### src/rtl/pcs_ecb_pkg.sv
// Shared types and helpers for the RX elastic-buffer read controller.
package pcs_ecb_pkg;

    localparam int              ADDR_W  = 5;
    localparam logic [ADDR_W-1:0] PTR_MAX = 5'd31;

    typedef enum logic [1:0] {
        FILL  = 2'd0,
        RUN   = 2'd1,
        FLUSH = 2'd2
    } ecb_state_t;

    function automatic logic [ADDR_W-1:0] bin2gray5(input logic [ADDR_W-1:0] b);
        return b ^ (b >> 1);
    endfunction

endpackage

### src/rtl/pcs_gray2bin5.sv
// Combinational 5-bit gray-to-binary decoder.
module pcs_gray2bin5
    import pcs_ecb_pkg::*;
(
    input  logic [4:0] gray,
    output logic [4:0] bin
);

    // Each binary bit is the XOR of all gray bits at or above it.
    assign bin[4] = gray[4];
    assign bin[3] = ^gray[4:3];
    assign bin[2] = ^gray[4:2];
    assign bin[1] = ^gray[4:1];
    assign bin[0] = ^gray[4:0];

endmodule

### src/rtl/pcs_rx_ecb_rd_ctrl.sv
// Read-side controller of the 32-entry RX clock-compensation buffer:
// occupancy tracking, one read/delete/insert action per cycle, gray read pointer.
module pcs_rx_ecb_rd_ctrl
    import pcs_ecb_pkg::*;
#(
    parameter int LOW_WM  = 8,
    parameter int HIGH_WM = 24,
    parameter int TARGET  = 16,
    parameter int CC_GAP  = 4
) (
    input  logic       clk,
    input  logic       reset_n,
    input  logic [4:0] wr_ptr_gray,
    input  logic       head_is_idle,
    output logic [4:0] rd_addr,
    output logic       rd_en,
    output logic       rd_drop,
    output logic       ins_idle,
    output logic [4:0] rd_ptr_gray,
    output logic [4:0] occupancy,
    output logic       underflow,
    output logic       overflow,
    output logic [1:0] state
);

    localparam int GAP_W = (CC_GAP > 0) ? $clog2(CC_GAP + 1) : 1;
    localparam logic [ADDR_W-1:0] LOW_C    = ADDR_W'(LOW_WM);
    localparam logic [ADDR_W-1:0] HIGH_C   = ADDR_W'(HIGH_WM);
    localparam logic [ADDR_W-1:0] TARGET_C = ADDR_W'(TARGET);
    localparam logic [GAP_W-1:0]  GAP_C    = GAP_W'(CC_GAP);

    logic [ADDR_W-1:0] wr_bin_dec;
    logic [ADDR_W-1:0] wr_bin_d, wr_bin_q;
    logic [ADDR_W-1:0] rd_addr_d, rd_addr_q;
    logic [ADDR_W-1:0] rd_ptr_gray_q;
    logic [GAP_W-1:0]  gap_cnt_d, gap_cnt_q;
    ecb_state_t        state_d, state_q;
    logic              cc_ok;

    pcs_gray2bin5 u_wr_g2b (
        .gray (wr_ptr_gray),
        .bin  (wr_bin_dec)
    );

    always_comb begin
        wr_bin_d  = wr_bin_dec;
        occupancy = wr_bin_q - rd_addr_q;
        state_d   = state_q;
        rd_addr_d = rd_addr_q;
        gap_cnt_d = (gap_cnt_q != '0) ? gap_cnt_q - 1'b1 : '0;
        rd_en     = 1'b0;
        rd_drop   = 1'b0;
        ins_idle  = 1'b0;
        underflow = 1'b0;
        overflow  = 1'b0;
        cc_ok     = (gap_cnt_q == '0) && head_is_idle;

        case (state_q)
            FILL: begin
                if (occupancy == PTR_MAX) begin
                    overflow = 1'b1;
                    state_d  = FLUSH;
                end else if (occupancy >= TARGET_C) begin
                    state_d = RUN;
                end
            end
            RUN: begin
                // Empty/full checks take priority over any clock-compensation action.
                if (occupancy == '0) begin
                    underflow = 1'b1;
                    state_d   = FILL;
                end else if (occupancy == PTR_MAX) begin
                    overflow = 1'b1;
                    state_d  = FLUSH;
                end else if (cc_ok && (occupancy > HIGH_C)) begin
                    rd_drop   = 1'b1;
                    rd_addr_d = rd_addr_q + 1'b1;
                    gap_cnt_d = GAP_C;
                end else if (cc_ok && (occupancy < LOW_C)) begin
                    ins_idle  = 1'b1;
                    gap_cnt_d = GAP_C;
                end else begin
                    rd_en     = 1'b1;
                    rd_addr_d = rd_addr_q + 1'b1;
                end
            end
            FLUSH: begin
                rd_addr_d = wr_bin_q;
                state_d   = FILL;
            end
            default: state_d = FILL;
        endcase
    end

    always_ff @(posedge clk) begin
        if (reset_n) begin
            wr_bin_q      <= '0;
            rd_addr_q     <= '0;
            rd_ptr_gray_q <= '0;
            gap_cnt_q     <= '0;
            state_q       <= FILL;
        end else begin
            wr_bin_q      <= wr_bin_d;
            rd_addr_q     <= rd_addr_d;
            rd_ptr_gray_q <= bin2gray5(rd_addr_d);
            gap_cnt_q     <= gap_cnt_d;
            state_q       <= state_d;
        end
    end

    assign rd_addr     = rd_addr_q;
    assign rd_ptr_gray = rd_ptr_gray_q;
    assign state       = state_q;

endmodule
### config.mk
export PLATFORM = sky130hd
export DESIGN_NAME = pcs_rx_ecb_rd_ctrl
export DESIGN_NICKNAME = d
export VERILOG_FILES = /design/src/rtl/pcs_ecb_pkg.sv /design/src/rtl/pcs_gray2bin5.sv /design/src/rtl/pcs_rx_ecb_rd_ctrl.sv
export SDC_FILE = /design/constraint.sdc
export NUM_CORES = 1
export LEC_CHECK = 0
export ABC_AREA = 1
export CAP_MARGIN = 25
export CORE_MARGIN = 8
export CORE_UTILIZATION = 40
export DETAILED_ROUTE_END_ITERATION = 8
export GPL_TIMING_DRIVEN = 0
export PLACE_DENSITY = 0.66
export SKIP_CTS_REPAIR_TIMING = 1
export SYNTH_ARGS = -nofsm -noshare
export SYNTH_HDL_FRONTEND = slang
export SYNTH_SLANG_ARGS = --single-unit
### constraint.sdc
create_clock -name clk -period 3.13 [get_ports clk]
set_clock_uncertainty 0.1 [all_clocks]
set_input_delay 0.626 -clock clk [delete_from_list [all_inputs] [get_ports clk]]
set_output_delay 0.626 -clock clk [all_outputs]
set_load 0.02 [all_outputs]
==> impl_metrics.py, run 1 <==
metrics = {
    "setup_path": {
        "worstPathArrival_ps": 2260,
        "endpoint_kind": "primary output",
        "cp-start-kind": "flip-flop",
        "required_ps": 2400,
        "path_max_fanout": 6,
        "critical_path_class": "flip-flop to primary output",
    },
    "synthesis": {
        "synth_cell_types": 23,
        "netlist_area_mm2": 0.00127,
        "syn_area_per_cell_um2": 6.57,
        "yosys_warnings": 0,
        "synth_seq_cells": 19,
        "synthTopCellsByArea": "dfxtp_1, nand2_1, ha_1",
        "synth_top_area_share_pct": 29.9,
        "syn_nets": 213,
        "yosys.area.top_type": "dfxtp_1",
        "ys_seq_area_share_pct": 29.9,
        "syn_inst": 194,
    },
    "global_route": {
        "grt_max_degree": 11,
        "antenna_found_initial": 0,
        "grt_usage_pct": 10.9,
        "grt-ovfl-total": 0,
        "grt_pass1_wl_um": 4710,
        "grt_pass1_vias": 1114,
    },
    "detailed_routing": {
        "via_per_inst": 4.34,
        "wl_um": 2740,
        "drc": 0,
        "drtAntennaViolNets": 0,
        "dr.pass1.iters": 4,
        "vias": 1175,
        "wl_per_cell_um": 10.1,
        "drt_iter0_markers": 29,
    },
    "die": {
        "coreArea_mm2": 0.00305,
        "die_height_um": 72.4,
        "std_cell_rows": 20,
        "start_util_pct": 41.7,
        "die_area_mm2": 0.00525,
        "io_pins": 30,
        "die_w_um": 72.4,
    },
    "power": {
        "ir_worst_vdd_v": 0.000420,
        "p_leak_uw": 0.000894,
        "p_per_area_mw_per_mm2": 969,
    },
    "clocking": {
        "h-tree-depth": 1,
        "cts_tree": "yes",
        "clk-insertion-delay-late_ps": 290,
        "cts.path.max_buffers": 2,
        "root_buffer": "clkbuf_4",
        "clock_sink_count": 19,
        "cts_inserted_buffers": 3,
        "clkTransAtPathRegs_ps": 100,
    },
    "layout": {
        "syn_to_final_growth_pct": 32.1,
        "final_nets": 247,
        "fin_cells": 271,
        "final_layout_size_suffix_gt1_share_pct": 13.2,
        "fill_cells": 327,
        "final_util_pct": 55.1,
        "diodes": 0,
    },
    "place": {
        "gp_congestion": 0.810,
        "hpwlAfterDp_um": 2330,
        "numPlacedInstances": 267,
        "port_buffers": 29,
    },
    "timing": {
        "fin_crit_ps": 2980,
        "slew_violations": 0,
        "timing.final.crit_share_pct": 95.3,
        "maxSlewHeadroom_pct": 74.3,
        "setup_viol": 0,
        "setup_tns_ps": 0,
        "hold_viol": 0,
        "worst_pin_slew_ps": 385,
        "fmax_ghz": 0.335,
    },
    "outcome": {
        "status": "finished clean",
    },
    "job": {
        "drv_cap": 0,
    },
    "worst_hold_path": {
        "min_path_type": "flip-flop to flip-flop",
    },
}
synthesized netlist by cell type:
| cell | instances |
|---|---|
| ha_1 | 10 |
| xnor2_1 | 3 |
| a211oi_1 | 1 |
| inv_2 | 2 |
| nand3_1 | 15 |
| nor2_4 | 1 |
| fa_1 | 1 |
| nand3_2 | 2 |
| o21ai_0 | 3 |
| nand2_2 | 11 |
| dfxtp_1 | 19 |
| clkbuf_1 | 1 |
| a21oi_1 | 11 |
| or2_2 | 1 |
| nor3_1 | 4 |
| nand2_1 | 45 |
| a21oi_2 | 1 |
| buf_4 | 1 |
| inv_1 | 31 |
| nand3b_2 | 1 |
| nand4_1 | 2 |
| o21ai_1 | 1 |
| nor2_1 | 27 |
critical path, stage by stage (launching register included):
cell and delay [ps]:
dfxtp_2 400, ha_1 160, inv_1 50, fa_1 420
inv_1 70, nand2_1 40, nand2_1 130, nand3_1 140
nand3b_4 220, nand3_4 100, nor2_1 40, dlymetal6s2s_1 200
where the power goes:
part / switching (µW) / leakage [µW] / internal (µW) / total [µW]
logic: 706 / 0.000722 / 456 / 1160
clock network: 68.0 / 0.0000150 / 49.6 / 118
registers: 45.1 / 0.000157 / 306 / 351
cells by family after synthesis:
logic type	count (synthesis)	synth area share [%]
xor+xnor	3	2.06
compound gates	17	7.17
buf+inv	35	10.6
simple gates	109	38.9
flops	19	29.9
fa+ha+maj	11	11.4
stage by stage:
step	power (µW)	hold slack [ps]	instance area, µm²	worst slack, ps
after floorplan	1130	320	1270	201
after global placement	1480	346	1620	-139
after detailed placement	1490	342	1620	-165
after CTS	1610	369	1650	-476
after global routing	1790	381	1680	-1.76
final	1630	364	1680	147
state kept, by name (all words and copies together) (netlist names):
| name | cells |
|---|---|
| state | 2 |
| rd_addr | 5 |
| rd_ptr_gray | 4 |
| gap_cnt_q | 3 |
| wr_bin_q | 5 |
layout by cell type, fill, tap and decap left out, types with 2 or more instances in the layout:
master | synthesis | final
inv_1 | 31 | 31
inv_2 | 2 | 2
nand2_2 | 11 | 11
xnor2_1 | 3 | 3
ha_1 | 10 | 10
nand3_4 | 0 | 2
clkbuf_4 | 0 | 3
clkdlybuf4s50_1 | 0 | 23
a21oi_2 | 1 | 2
nand2_1 | 45 | 45
clkbuf_2 | 0 | 2
dfxtp_1 | 19 | 18
clkbuf_1 | 1 | 2
a21oi_1 | 11 | 10
nand3_1 | 15 | 14
nor3_1 | 4 | 3
o21ai_0 | 3 | 3
dlymetal6s2s_1 | 0 | 3
nand4_1 | 2 | 2
nor2_1 | 27 | 27
routing by layer:
| layer | routed length (µm) | GRT usage, % |
|---|---|---|
| met4 | 16 | 4.67 |
| met2 | 1280 | 18.4 |
| met5 | 0 | 0 |
| met3 | 114 | 2.34 |
| met1 | 1320 | 13.0 |
final timing paths:
path,end,cells after the start,startpoint,slack (ps)
max,ins_idle,11,rd_addr[0]$_SDFF_PP0_,150
min,gap_cnt_q[0]$_SDFF_PP0_,1,gap_cnt_q[0]$_SDFF_PP0_,360
max reg2reg,rd_ptr_gray[1]$_SDFF_PP0_,18,rd_addr[0]$_SDFF_PP0_,630
min reg2reg,gap_cnt_q[0]$_SDFF_PP0_,1,gap_cnt_q[0]$_SDFF_PP0_,360
layout make-up:
class                   count  area [µm²]  area share, %
clock buffers               4        26.3           1.56
inverters                  33         124           7.36
well taps                  44        55.1           3.27
repair buffers             29         283           16.8
multi-input cells         140         802           47.7
flip-flops and latches     19         382           22.7
plain buffers               2        11.3          0.669
Note: power is estimated with default switching activity, not from simulation.
==> run 2: changes to the inputs <==
- SETUP_SLACK_MARGIN: default -> 0.5
==> run 2 against run 1 <==
Compared with the run above:
- cell count grew 3.7%
- register-to-register slack worse by 80 ps
- sequential cell count did not move
- critical path type unchanged
==> impl_metrics.py, run 2 (synthesis results as in run 1) <==
metrics = {
    "layout": {
        "final_layout_size_suffix_gt1_share_pct": 26.6,
        "final_common_cell": "nand2_1",
        "syn_to_final_growth_pct": 46.4,
        "diodes": 0,
        "final_nets": 257,
        "fin_cells": 281,
        "final_cell_mix": "nand2_1, inv_1, nor2_1",
    },
    "place": {
        "port_buffers": 29,
        "numPlacedInstances": 267,
        "gp_congestion": 0.801,
        "hpwlAfterDp_um": 2410,
    },
    "clocking": {
        "clkTransAtPathRegs_ps": 110,
        "root_buffer": "clkbuf_4",
        "clk-insertion-delay-late_ps": 300,
        "cts_inserted_buffers": 3,
        "cts.path.max_buffers": 2,
        "h-tree-depth": 1,
        "clock_sink_count": 19,
        "cts_tree": "yes",
    },
    "power": {
        "p_total_uw": 1800,
        "p_comb_share_pct": 73.3,
        "pwr-share-seq_pct": 19.7,
        "p_leak_uw": 0.000947,
        "intPower_uw": 891,
        "ir_worst_vdd_v": 0.000388,
        "power_switching_uw": 911,
        "p_per_area_mw_per_mm2": 966,
        "p_sw_share_pct": 50.5,
        "clkPwrFrac_pct": 7.0,
    },
    "timing": {
        "timing.final.crit_share_pct": 92.9,
        "maxSlewHeadroom_pct": 70.1,
        "worst_pin_slew_ps": 448,
        "hold_viol": 0,
        "setup_viol": 0,
        "rsz0062_at_grt": "yes",
        "setup_tns_ps": 0,
        "timing.hold.ws_ps": 363,
        "fmax_ghz": 0.344,
        "fin_crit_ps": 2910,
        "slew_violations": 0,
    },
    "die": {
        "io_pins": 30,
        "die_area_mm2": 0.00525,
        "coreArea_mm2": 0.00305,
        "std_cell_rows": 20,
        "die_w_um": 72.4,
        "start_util_pct": 41.7,
        "die_height_um": 72.4,
    },
    "setup_path": {
        "worstSetupStartpoint": "wr_bin_q[0]$_SDFF_PP0_",
        "cp-start-kind": "flip-flop",
        "path_max_fanout": 5,
        "reg2reg_from": "wr_bin_q[0]$_SDFF_PP0_",
        "worstPathArrival_ps": 2180,
        "endpoint_kind": "primary output",
        "crit_chain": "inv_2 > ha_4 > inv_2 > fa_2 > nand2_4 > nand2_4 > nor3_4 > nand3_4 > buf_6 > a21oi_4 > buf_6",
        "cpPeakStageDelay_ps": 390,
        "required_ps": 2400,
        "crit_buf_inv": 4,
        "critical_path_class": "flip-flop to primary output",
        "critPathTopFamily": "simple AND/OR/NAND/NOR gates",
        "cp_slowest_cell": "fa_2",
    },
    "global_route": {
        "grt-ovfl-total": 0,
        "grt_pass1_vias": 1198,
        "grt_max_degree": 12,
        "grt_pass1_wl_um": 5130,
        "antenna_found_initial": 0,
        "grt_usage_pct": 11.7,
    },
    "detailed_routing": {
        "vias": 1295,
        "drt_iter0_markers": 51,
        "wl_per_cell_um": 11.2,
        "wl_um": 3160,
        "via_per_inst": 4.61,
        "dr.pass1.iters": 5,
        "drc": 0,
        "drtAntennaViolNets": 0,
    },
    "job": {
        "drv_cap": 0,
    },
    "worst_hold_path": {
        "min-delay-start": "gap_cnt_q[0]$_SDFF_PP0_",
        "min_path_type": "flip-flop to flip-flop",
    },
    "outcome": {
        "status": "finished clean",
    },
}
-- run 2: final cells by class --
cell class / instances / area, µm²
Multi-Input combinational cell: 140 / 898
Inverter: 33 / 124
Fill cell: 305 / 1190
Clock buffer: 3 / 22.5
Tap cell: 44 / 55.1
Buffer: 2 / 11.3
Sequential cell: 19 / 388
Timing Repair Buffer: 39 / 360
Clock inverter: 1 / 5.00
-- run 2: final timing paths --
kind	to	slack [ps]	cells after the start
min	gap_cnt_q[0]$_SDFF_PP0_	360	1
max	overflow	220	11
max reg2reg	rd_ptr_gray[1]$_SDFF_PP0_	550	20
min reg2reg	gap_cnt_q[0]$_SDFF_PP0_	360	1
-- run 2: metal layers --
layer | vias up | track usage, % | part of all wire, %
met5 | - | 0 | 0
met4 | 0 | 2.00 | 0.54
met3 | 2 | 3.72 | 5.2
met2 | 29 | 20.3 | 47
met1 | 574 | 13.9 | 47
li1 | 690 | - | -
-- run 2: power groups by stage --
| stage | clock network [µW] | registers [µW] | logic [µW] |
|---|---|---|---|
| after floorplan | 0 | 413 | 751 |
| after global routing | 140 | 363 | 1470 |
| after CTS | 129 | 355 | 1170 |
| after global placement | 0 | 360 | 1150 |
| final | 126 | 354 | 1320 |
| after detailed placement | 0 | 360 | 1160 |
-- run 2: stage by stage --
stage,cell area [µm²],setup WS (ps),util [%]
finish,1860,223,61.1
global route,1860,159,61.1
CTS,1690,-445,55.2
detailed placement,1660,-100,54.3
global placement,1660,-43.0,54.3
floorplan,1310,512,-
==> run 3: changes to the inputs <==
- PLACE_DENSITY: 0.66 -> 0.76
==> run 3 against run 2 <==
Compared with the run above:
- critical path depth grew 1
- sequential power is 1% higher
- global-route usage fell by 0.55 points
- worst hold slack lost 6.8 ps
- highest routed layer unchanged
==> impl_metrics.py, run 3 (synthesis results as in run 1) <==
metrics = {
    "outcome": {
        "status": "finished clean",
    },
    "timing": {
        "timing.final.crit_share_pct": 90.0,
        "worst_pin_slew_ps": 435,
        "maxSlewHeadroom_pct": 71.0,
        "fmax_ghz": 0.355,
        "hold_viol": 0,
        "fin_crit_ps": 2820,
        "slew_violations": 0,
        "setup_viol": 0,
        "rsz0062_at_grt": "yes",
        "timing.hold.ws_ps": 357,
        "postLayoutSetupSlackWorst_ps": 315,
    },
    "worst_hold_path": {
        "min_path_type": "flip-flop to flip-flop",
        "min_path_cells": 1,
    },
    "clocking": {
        "cts_tree": "yes",
        "clkTransAtPathRegs_ps": 110,
        "root_buffer": "clkbuf_4",
        "clk-insertion-delay-late_ps": 300,
        "cts_inserted_buffers": 3,
        "h-tree-depth": 1,
        "cts.path.max_buffers": 2,
        "clock_sink_count": 19,
    },
    "setup_path": {
        "endpoint_kind": "primary output",
        "worstPathArrival_ps": 2090,
        "rrSetupSlack_ps": 640,
        "cp-start-kind": "flip-flop",
        "required_ps": 2400,
        "r2r_cells": 19,
        "path_max_fanout": 4,
        "critical_path_class": "flip-flop to primary output",
    },
    "layout": {
        "final_cell_mix": "nand2_1, inv_1, nor2_1",
        "diodes": 0,
        "final_layout_size_suffix_gt1_share_pct": 23.2,
        "final_cell_area_mm2": 0.00183,
        "fin_cells": 277,
        "syn_to_final_growth_pct": 43.3,
        "fill_cells": 302,
        "final_nets": 253,
        "final_common_cell": "nand2_1",
    },
    "place": {
        "hpwlAfterDp_um": 2370,
        "gp_congestion": 0.822,
        "place_ws_ps": -34.5,
        "numPlacedInstances": 267,
        "placed_cell_area_mm2": 0.00166,
        "port_buffers": 29,
    },
    "die": {
        "io_pins": 30,
        "start_util_pct": 41.7,
        "die_height_um": 72.4,
        "std_cell_rows": 20,
        "coreArea_mm2": 0.00305,
        "die_area_mm2": 0.00525,
        "die_w_um": 72.4,
    },
    "global_route": {
        "grt_max_degree": 12,
        "antenna_found_initial": 0,
        "grt_usage_pct": 11.2,
        "grt-ovfl-total": 0,
        "grt_pass1_wl_um": 4850,
        "grt_pass1_vias": 1172,
    },
    "detailed_routing": {
        "drc": 0,
        "dr.pass1.iters": 4,
        "wl_per_cell_um": 10.9,
        "vias": 1330,
        "wl_um": 3030,
        "via_per_inst": 4.80,
        "drt_iter0_markers": 73,
        "drtAntennaViolNets": 0,
    },
    "power": {
        "ir_worst_vdd_v": 0.000487,
        "p_total_uw": 1770,
        "p_per_area_mw_per_mm2": 972,
        "p_leak_uw": 0.000940,
    },
    "job": {
        "drv_cap": 0,
    },
}
==> run 3: changes by cell type in the layout (fill, tap and decap cells not counted), moves of 2 or more <==
cell	previous run	this run
inv_1	26	28
nand2_2	11	9
buf_4	13	8
ha_4	3	1
buf_6	2	4
inv_2	7	5
==> run 3: worst max-delay path, stage by stage (launching register included) <==
cell and delay (ps):
dfxtp_2 350, inv_2 60, ha_4 120, inv_2 40, fa_2 390, nand2_4 110
nand2_4 50, nand3_1 90, nand2_2 100, nand3b_4 110, nand3_4 100, nor2_2 130
buf_6 120
==> run 3: final timing paths <==
| path | from | endpoint |
|---|---|---|
| setup / recovery | wr_bin_q[0]$_SDFF_PP0_ | rd_en |
| hold / removal | gap_cnt_q[0]$_SDFF_PP0_ | gap_cnt_q[0]$_SDFF_PP0_ |
| setup reg to reg | wr_bin_q[0]$_SDFF_PP0_ | rd_ptr_gray[1]$_SDFF_PP0_ |
| hold reg to reg | gap_cnt_q[0]$_SDFF_PP0_ | gap_cnt_q[0]$_SDFF_PP0_ |
==> run 3: per-layer routing <==
metal	vias up	track usage, %	share of wire [%]
li1	682	-	-
met1	613	13.5	46
met2	29	18.5	47
met3	6	3.99	6.5
met4	0	2.44	0.89
met5	-	0	0
==> run 3: stage by stage <==
step	TNS [ps]	utilization, %
after floorplan	0	-
after global placement	-21.3	54.3
after detailed placement	-34.5	54.3
after CTS	-1600	55.2
after global routing	0	59.8
final	0	59.8
==> run 3: layout make-up <==
class | count | area [µm²] | area share, %
clock buffers | 3 | 22.5 | 1.23
flip-flops and latches | 19 | 388 | 21.2
plain buffers | 2 | 11.3 | 0.617
inverters | 33 | 124 | 6.79
well taps | 44 | 55.1 | 3.02
repair buffers | 35 | 348 | 19.1
clock inverters | 1 | 5.00 | 0.274
multi-input cells | 140 | 872 | 47.8
==> run 3: where the power goes <==
group,internal (µW),switching (µW),leakage (µW)
Combinational,520,773,0.000764
Sequential,310,48.0,0.000158
Clock,47.7,76.3,0.0000177
